### config.mk
export PLATFORM = sky130hd
export DESIGN_NAME = vadd_cmd_sched
export DESIGN_NICKNAME = d
export VERILOG_FILES = /design/src/rtl/vadd_sched_pkg.sv /design/src/rtl/sched_cmd_fifo.sv /design/src/rtl/vadd_cmd_sched.sv
export SDC_FILE = /design/constraint.sdc
export NUM_CORES = 1
export LEC_CHECK = 0
export ABC_AREA = 1
export BUFFER_PORTS_ARGS = -buffer_cell sky130_fd_sc_hd__buf_4
export CAP_MARGIN = 30
export CORE_MARGIN = 3
export CORE_UTILIZATION = 40
export CTS_BUF_LIST = sky130_fd_sc_hd__clkbuf_4
export DETAILED_ROUTE_END_ITERATION = 8
export MAX_ROUTING_LAYER = met4
export PLACE_DENSITY = 0.54
export SETUP_SLACK_MARGIN = 0.3
export SLEW_MARGIN = 20
export SYNTH_ARGS = -nofsm -noshare
export SYNTH_HDL_FRONTEND = slang
export SYNTH_SLANG_ARGS = --single-unit
### constraint.sdc
create_clock -name clk -period 6.1 [get_ports clk]
set_input_delay 0.305 -clock clk [delete_from_list [all_inputs] [get_ports clk]]
set_output_delay 0.305 -clock clk [all_outputs]
set_load 0.005 [all_outputs]
### src/rtl/vadd_sched_pkg.sv
// Shared types for the vector-add command scheduler.
// Command fields are stored at their widest so any parameterisation fits.
package vadd_sched_pkg;

    localparam int CMD_ADDR_W = 32;
    localparam int CMD_LEN_W  = 32;
    localparam int CMD_TAG_W  = 16;

    typedef enum logic [1:0] {
        IDLE,
        ISSUE,
        WAIT_DONE,
        CPL
    } state_t;

    typedef enum logic [1:0] {
        ERR_OK    = 2'd0,
        ERR_LEN0  = 2'd1,
        ERR_RANGE = 2'd2,
        ERR_RSVD  = 2'd3
    } err_t;

    typedef struct packed {
        logic [CMD_ADDR_W-1:0] addr_a;
        logic [CMD_ADDR_W-1:0] addr_b;
        logic [CMD_ADDR_W-1:0] addr_out;
        logic [CMD_LEN_W-1:0]  len;
        logic [CMD_TAG_W-1:0]  tag;
    } cmd_t;

    // 33-bit sum so a vector ending past the top of BRAM cannot wrap
    function automatic logic over_range(
        input logic [CMD_ADDR_W-1:0] base,
        input logic [CMD_LEN_W-1:0]  len,
        input int unsigned           aw
    );
        logic [32:0] sum;
        logic [32:0] lim;
        sum = {1'b0, base} + {1'b0, len};
        lim = 33'd1 << aw;
        return sum > lim;
    endfunction

endpackage

### src/rtl/sched_cmd_fifo.sv
// Power-of-two circular command queue with occupancy count.
// Pointers wrap naturally at DEPTH; push when full is dropped.
module sched_cmd_fifo #(
    parameter int WIDTH = 8,
    parameter int DEPTH = 4
) (
    input  logic                     clk,
    input  logic                     rst,
    input  logic                     push,
    input  logic                     pop,
    input  logic [WIDTH-1:0]         din,
    output logic [WIDTH-1:0]         dout,
    output logic                     full,
    output logic                     empty,
    output logic [$clog2(DEPTH):0]   count
);

    localparam int PW = $clog2(DEPTH);
    localparam int CW = PW + 1;

    logic [WIDTH-1:0] mem [DEPTH];
    logic [PW-1:0]    wr_ptr;
    logic [PW-1:0]    rd_ptr;
    logic [CW-1:0]    cnt;
    logic             do_push;
    logic             do_pop;

    assign full    = (cnt == CW'(DEPTH));
    assign empty   = (cnt == '0);
    assign count   = cnt;
    assign dout    = mem[rd_ptr];
    assign do_push = push && !full;
    assign do_pop  = pop && !empty;

    always_ff @(posedge clk) begin
        if (do_push) begin
            mem[wr_ptr] <= din;
        end
    end

    always_ff @(posedge clk or posedge rst) begin
        if (rst) begin
            wr_ptr <= '0;
            rd_ptr <= '0;
            cnt    <= '0;
        end else begin
            if (do_push) begin
                wr_ptr <= wr_ptr + PW'(1);
            end
            if (do_pop) begin
                rd_ptr <= rd_ptr + PW'(1);
            end
            unique case ({do_push, do_pop})
                2'b10:   cnt <= cnt + CW'(1);
                2'b01:   cnt <= cnt - CW'(1);
                default: cnt <= cnt;
            endcase
        end
    end

endmodule

### src/rtl/vadd_cmd_sched.sv
// Queues vector-add commands and issues them one at a time to the engine,
// rejecting zero-length or out-of-range commands without starting it.
module vadd_cmd_sched
    import vadd_sched_pkg::*;
#(
    parameter int ADDR_WIDTH = 13,
    parameter int DEPTH      = 4,
    parameter int TAG_WIDTH  = 4
) (
    input  logic                    clk,
    input  logic                    rst,
    input  logic                    cmd_valid,
    output logic                    cmd_ready,
    input  logic [ADDR_WIDTH-1:0]   cmd_addr_a,
    input  logic [ADDR_WIDTH-1:0]   cmd_addr_b,
    input  logic [ADDR_WIDTH-1:0]   cmd_addr_out,
    input  logic [31:0]             cmd_len,
    input  logic [TAG_WIDTH-1:0]    cmd_tag,
    output logic                    eng_start,
    output logic [ADDR_WIDTH-1:0]   eng_addr_a,
    output logic [ADDR_WIDTH-1:0]   eng_addr_b,
    output logic [ADDR_WIDTH-1:0]   eng_addr_out,
    output logic [31:0]             eng_len,
    input  logic                    eng_done,
    output logic                    cpl_valid,
    input  logic                    cpl_ready,
    output logic [TAG_WIDTH-1:0]    cpl_tag,
    output logic [1:0]              cpl_err,
    output logic                    busy,
    output logic [$clog2(DEPTH):0]  count
);

    cmd_t                 cmd_in;
    cmd_t                 head;
    logic                 push;
    logic                 pop;
    logic                 full;
    logic                 empty;
    state_t               state_q;
    state_t               state_d;
    err_t                 head_err;
    err_t                 err_q;
    logic [TAG_WIDTH-1:0] tag_q;
    logic                 unused_tag;

    always_comb begin
        cmd_in          = '0;
        cmd_in.addr_a   = CMD_ADDR_W'(cmd_addr_a);
        cmd_in.addr_b   = CMD_ADDR_W'(cmd_addr_b);
        cmd_in.addr_out = CMD_ADDR_W'(cmd_addr_out);
        cmd_in.len      = cmd_len;
        cmd_in.tag      = CMD_TAG_W'(cmd_tag);
    end

    assign cmd_ready = !full;
    assign push      = cmd_valid && cmd_ready;

    sched_cmd_fifo #(
        .WIDTH ($bits(cmd_t)),
        .DEPTH (DEPTH)
    ) u_fifo (
        .clk   (clk),
        .rst   (rst),
        .push  (push),
        .pop   (pop),
        .din   (cmd_in),
        .dout  (head),
        .full  (full),
        .empty (empty),
        .count (count)
    );

    assign unused_tag = ^head.tag;

    // zero length wins over a range violation
    always_comb begin
        head_err = ERR_OK;
        if (head.len == '0) begin
            head_err = ERR_LEN0;
        end else if (over_range(head.addr_a, head.len, ADDR_WIDTH) ||
                     over_range(head.addr_b, head.len, ADDR_WIDTH) ||
                     over_range(head.addr_out, head.len, ADDR_WIDTH)) begin
            head_err = ERR_RANGE;
        end
    end

    always_comb begin
        state_d = state_q;
        pop     = 1'b0;
        unique case (state_q)
            IDLE: begin
                if (!empty) begin
                    pop     = 1'b1;
                    state_d = (head_err == ERR_OK) ? ISSUE : CPL;
                end
            end
            ISSUE:     state_d = WAIT_DONE;
            WAIT_DONE: if (eng_done) state_d = CPL;
            CPL:       if (cpl_ready) state_d = IDLE;
            default:   state_d = IDLE;
        endcase
    end

    always_ff @(posedge clk or posedge rst) begin
        if (rst) begin
            state_q      <= IDLE;
            eng_start    <= 1'b0;
            eng_addr_a   <= '0;
            eng_addr_b   <= '0;
            eng_addr_out <= '0;
            eng_len      <= '0;
            tag_q        <= '0;
            err_q        <= ERR_OK;
        end else begin
            state_q   <= state_d;
            eng_start <= (state_q == ISSUE);
            if (pop) begin
                eng_addr_a   <= head.addr_a[ADDR_WIDTH-1:0];
                eng_addr_b   <= head.addr_b[ADDR_WIDTH-1:0];
                eng_addr_out <= head.addr_out[ADDR_WIDTH-1:0];
                eng_len      <= head.len;
                tag_q        <= head.tag[TAG_WIDTH-1:0];
                err_q        <= head_err;
            end else if (state_q == WAIT_DONE && eng_done) begin
                err_q <= ERR_OK;
            end
        end
    end

    assign cpl_valid = (state_q == CPL);
    assign cpl_tag   = tag_q;
    assign cpl_err   = err_q;
    assign busy      = (state_q != IDLE);

endmodule

Word-level counts from Yosys, hierarchy flattened
Memory sizes are Yosys's and may differ from the RTL's.
Index checks and enable logic that the tools add are counted.
Word-level totals
  input port bits: 80
  output and inout bits: 84
  bits in writable memories: 300
  memories kept: 1
  flip-flop bits (word level): 87
Cells by class
  magnitude comparators: 3
  reduce and logical (&&, ||, !) cells: 16
  mux-type cells: 14
  $add $sub $neg: 7
  eq/ne operators: 9
Memory list
  u_fifo.mem: depth 4, bits a word 75, rd ports 1, clocked after memory_dff 0, wr ports 1, line sched_cmd_fifo.sv:21  | logic [WIDTH-1:0] mem [DEPTH];
Operator list (number)
  $add 32x32->33: 3
  $gt 33x14->1 const B: 3
  $logic_not 32->1: 1
  $mux 2: 8
  $pmux 2 s4: 1
  $eq 2x2->1 const B: 3
  $pmux 3 s2: 1
  $reduce_bool 2->1: 3
  $add 2x1->2 const B: 2
  $eq 2x1->1 const B: 2
  $logic_and 1x1->1: 4
  $logic_not 2->1: 2
  $mux 1: 4
  $ne 2x2->1 const B: 2
  $add 3x1->3 const B: 1
  $eq 3x3->1 const B: 1
  $logic_not 3->1: 1
  $reduce_and 3->1: 1
  $sub 3x1->3 const B: 1
  $logic_not 1->1: 2
  $logic_or 1x1->1: 2
  $ne 2x1->1 const B: 1

Longest topological paths before layout
An unclocked memory read counts as a cell.
  word-level depth: 11
  depth in mapped cells: 29
  mapped depth without buffers: 26

Hierarchy
A second synthesis with hierarchy kept.
Second synthesis, totals
  cell total of the unflattened synthesis: 3609
  area, all modules: 33758.6 sq um
By module, submodules not included
  sched_cmd_fifo: instances 1, cells an instance 1741, area each 23277.3 sq um
  vadd_cmd_sched: instances 1, cells an instance 1868, area each 10481.3 sq um

Worst setup path after synthesis
No wires, ideal clock.
  path kind: register to register
  from: register u_fifo.cnt[0], in the netlist u_fifo.count[0]
  to: memory u_fifo.mem[0][0] (netlist bit), enable pin
  required time: 5591 ps
  arrival: 3924 ps
  path slack: 1667 ps
  setup time: 509 ps
  cell stages (with the launch flop): 5
  period minus slack after synthesis: 4433 ps
  path through: dfrtp_1 inv_1 nand3_1 nand2_1 nor2_1
Between the ends
  longest elaborated chain between the ends: 6
RTL lines
  start: declaration: line sched_cmd_fifo.sv:24  | logic [CW-1:0] cnt;
  start signal: assignment: line sched_cmd_fifo.sv:54  | 2'b10: cnt <= cnt + CW'(1);
  start signal: assignment: line sched_cmd_fifo.sv:55  | 2'b01: cnt <= cnt - CW'(1);
  start signal: assignment: line sched_cmd_fifo.sv:56  | default: cnt <= cnt;
  $eq 3x3->1 *: line sched_cmd_fifo.sv:28  | assign full = (cnt == CW'(DEPTH));
  $logic_not 1->1 *: line vadd_cmd_sched.sv:55  | assign cmd_ready = !full;
  net cmd_ready: line vadd_cmd_sched.sv:13  | output logic cmd_ready,
  $logic_and 1x1->1: line vadd_cmd_sched.sv:56  | assign push = cmd_valid && cmd_ready;
  $logic_and 1x1->1 *: line sched_cmd_fifo.sv:32  | assign do_push = push && !full;
  $mux 1 *: line sched_cmd_fifo.sv:36  | if (do_push) begin
  $mux 1 (not written as such) *: line sched_cmd_fifo.sv:37  | mem[wr_ptr] <= din;
  end: declaration: line sched_cmd_fifo.sv:21
Mark *: on every way through the listed nets, which the timed path passes. The rest lies on a longest branch.

==> metrics.txt <==
setup tns final 0 ps; switching share of power 48.5%; H-Tree Depth 3; Layout Area Growth over Synthesis 20.8%; reg-to-reg setup timing slack 1480 ps; clk_lat worst skew 860 ps; vias in the first global route 15500; Total GRT Usage 23.3%; Post-DP Area 21100 µm²; initial antenna violation count 5; Routed Antenna Nets 0; Internal Power 7.50 mW; sequential power share 26.5%; layout cells sized above 1 17.9%; Power Density 624 nW/µm²; # resized after CTS 0; worst path arrival time 5310 ps; final core utilization 49.5%; Crit. End Element flip-flop; core area 47100 µm²; LEAKAGE 10.2 nW; Syn. warnings 0; CTS clk-pin slew, worst paths 70 ps; Fmax 216 MHz; Worst Max-Slew Pin Slew 851 ps; syn avg cell area 9.17 µm²; synth top area cells edfxtp_1 (47%), nand2_1 (14%), dfrtp_1 (11%), nor2_1 (4.5%), nand3_1 (4.2%); starting density of the core 41.0%; root buf cell clkbuf_4; Synthesized Nets 2239; CTS tree built; crit path from u_fifo.rd_ptr[0]$_DFFE_PP0P_; CTS Buffer Depth 3; CP Launch Type flip-flop; largest net degree at the start of global routing 119; post-synthesis register bit count 387; RSZ-0062 raised after global routing false; final wirelength 56.3 mm; clock sinks 387; global route overflow 0; Min Hold Slack 122 ps; Slew Limit Fails 0; MaxCap Viol Count 0; sw power 7.07 mW; Placer Congestion 0.983; routed len/inst 18.2 µm; first-pass GRT wire length 87.8 mm; Final Hold Vio Count 0; PortBufs 163; final net count 2532; die width 226 µm; total DRC errors in the routed layout 0; Layout Skew 66.6 ps; Yosys top cell area share 46.6%; VDD IR max 0.000267 V; Final min period 4620 ps; vias per std cell 5.01; Worst EP required 6790 ps; Seq/Total Area, Yosys 57.9%; Yosys cell types 38; endpoints failing setup 0; DR iter-0 viols 1175; DIE AREA 51000 µm²; Yosys top cell by area edfxtp_1; final period utilization 75.8%; final instance area 23300 µm²; 1st-pass router iterations 6; Cells after Synth 2106; die height 226 µm; outcome complete, no violations; Clk network pwr share 16.2%; R2R Path End state_q[1]$_DFFE_PP0P_; Worst slew margin 43.3%; FF-to-FF Start u_fifo.rd_ptr[0]$_DFFE_PP0P_; TritonCTS buffer count 101; Final HPWL DP 38.0 mm; row count 79; reg2reg path depth 19; Critical Path Fanout Max 80; combinational group share of total power 57.4%; I/O pin total 164; via count 15500; Setup crit end state_q[1]$_DFFE_PP0P_; Hold/Removal Path Class primary input to asynchronous set/reset pin; crit path kind flip-flop to flip-flop; mapped cell area 19300 µm²
cells by family after synthesis:
group | share of synthesized area (%)
AOI/OAI and AO/OA | 5.65
xor gates and xnor gates | 1.36
and+or+nand+nor | 26.8
adders and majority gates | 3.59
buffers and inverters | 4.70
DFF | 57.9
sequential cells by signal (all words and copies together), names as in the netlist:
name,cells
u_fifo.wr_ptr,2
u_fifo.count,3
eng_addr_a,13
state_q,2
eng_start,1
cpl_err,2
eng_addr_b,13
u_fifo.mem,300
u_fifo.rd_ptr,2
eng_len,32
cpl_tag,4
eng_addr_out,13
what timing repair did:
| item | in CTS | in global routing |
|---|---|---|
| setup endpoints to repair | 0 | 0 |
| endpoints found under the hold margin | 344 | 0 |
| hold buffers | 78 | 0 |
| buffers inserted | 0 | 0 |
critical path: stages, from the launching register on:
cell and delay (ps):
dfrtp_4 630, buf_4 670, o21ai_0 260, o22ai_1 530
ha_1 420, a21o_1 230, a21oi_1 130, nand3_1 160
nand2_1 160, nand2_4 110, nand3_1 150, nand2_1 60
nor2_1 110, nand2_1 90, nor2_1 230, nand2_1 80
nor2_1 160, nand3_1 100, nand2_1 60, nand2_1 50
stage by stage:
step	setup slack (ps)	instances	total power, mW
floorplan	1670	2106	9.58
global placement	1590	2825	12.2
detailed placement	1570	2825	12.2
CTS	1530	3093	14.7
global route	1080	3099	16.0
finish	1480	3099	14.6
final cells by class:
cell class / instances / area (µm²)
fill: 4506 / 23800
sequential: 387 / 11200
multi-input combinational: 1504 / 7260
timing repair buffer: 260 / 2150
clock buffer: 171 / 1280
tap: 607 / 759
inverter: 145 / 558
clock inverter: 19 / 120
antenna: 6 / 15.0
Yosys cell counts:
library cell / n
o221ai_1: 1
nand4_1: 22
nor3_1: 5
ha_1: 49
clkbuf_1: 49
inv_1: 141
xnor2_1: 3
nand3_2: 5
nand3_1: 162
o21ai_0: 130
a31oi_1: 5
inv_8: 1
buf_1: 1
buf_2: 7
nand3b_1: 3
nor2_4: 9
or2_4: 1
nand2_2: 29
xor2_1: 27
or2_2: 2
nand2_1: 711
nor2_8: 1
fa_1: 4
nor2_2: 12
nand2_4: 11
buf_8: 1
and2_1: 3
dfrtp_1: 87
inv_4: 1
nor4_1: 6
a21oi_1: 27
a21o_1: 2
nor2_1: 234
o22ai_1: 40
edfxtp_1: 300
buf_4: 5
inv_2: 2
buf_6: 7
per-layer routing:
metal	wire (µm)	track usage, %	vias up
li1	-	-	7682
met1	24700	29.1	7352
met2	27300	37.7	415
met3	2770	4.52	84
met4	1460	8.47	0
met5	0	-	-
cells in the final DEF (no fill, tap or decap), drive strengths merged:
| master | n |
|---|---|
| a21o | 2 |
| a21oi | 27 |
| a31oi | 5 |
| and2 | 3 |
| buf | 182 |
| bufinv | 1 |
| clkbuf | 171 |
| clkinv | 16 |
| clkinvlp | 1 |
| dfrtp | 87 |
| diode | 6 |
| dlygate4sd3 | 78 |
| edfxtp | 300 |
| fa | 4 |
| ha | 49 |
| inv | 146 |
| nand2 | 751 |
| nand3 | 167 |
| nand3b | 3 |
| nand4 | 22 |
| nor2 | 256 |
| nor3 | 5 |
| nor4 | 6 |
| o21ai | 130 |
| o221ai | 1 |
| o22ai | 40 |
| or2 | 3 |
| xnor2 | 3 |
| xor2 | 27 |
worst min-delay path by stage:
stage	cells after the start	to	from	slack, ps
final	3	u_fifo.count[0]$_DFFE_PP0P_	rst	120
after global placement	2	u_fifo.count[0]$_DFFE_PP0P_	rst	440
after CTS	3	u_fifo.count[0]$_DFFE_PP0P_	rst	50
after detailed placement	2	u_fifo.count[0]$_DFFE_PP0P_	rst	440
after floorplan	0	u_fifo.mem[0][0]$_DFFE_PP_	cmd_tag[0]	400
after global routing	2	u_fifo.mem[0][55]$_DFFE_PP_	cmd_addr_b[6]	70
power groups by stage:
stage          Clock (mW)  Sequential, mW  Combinational [mW]
2_1_floorplan           0            3.89                5.69
3_3_place_gp            0            3.89                8.27
3_5_place_dp            0            3.91                8.30
4_1_cts              2.44            3.86                8.39
5_1_grt              2.59            3.92                9.47
6_report             2.36            3.86                8.35
Note: power is estimated with default switching activity, not from simulation.
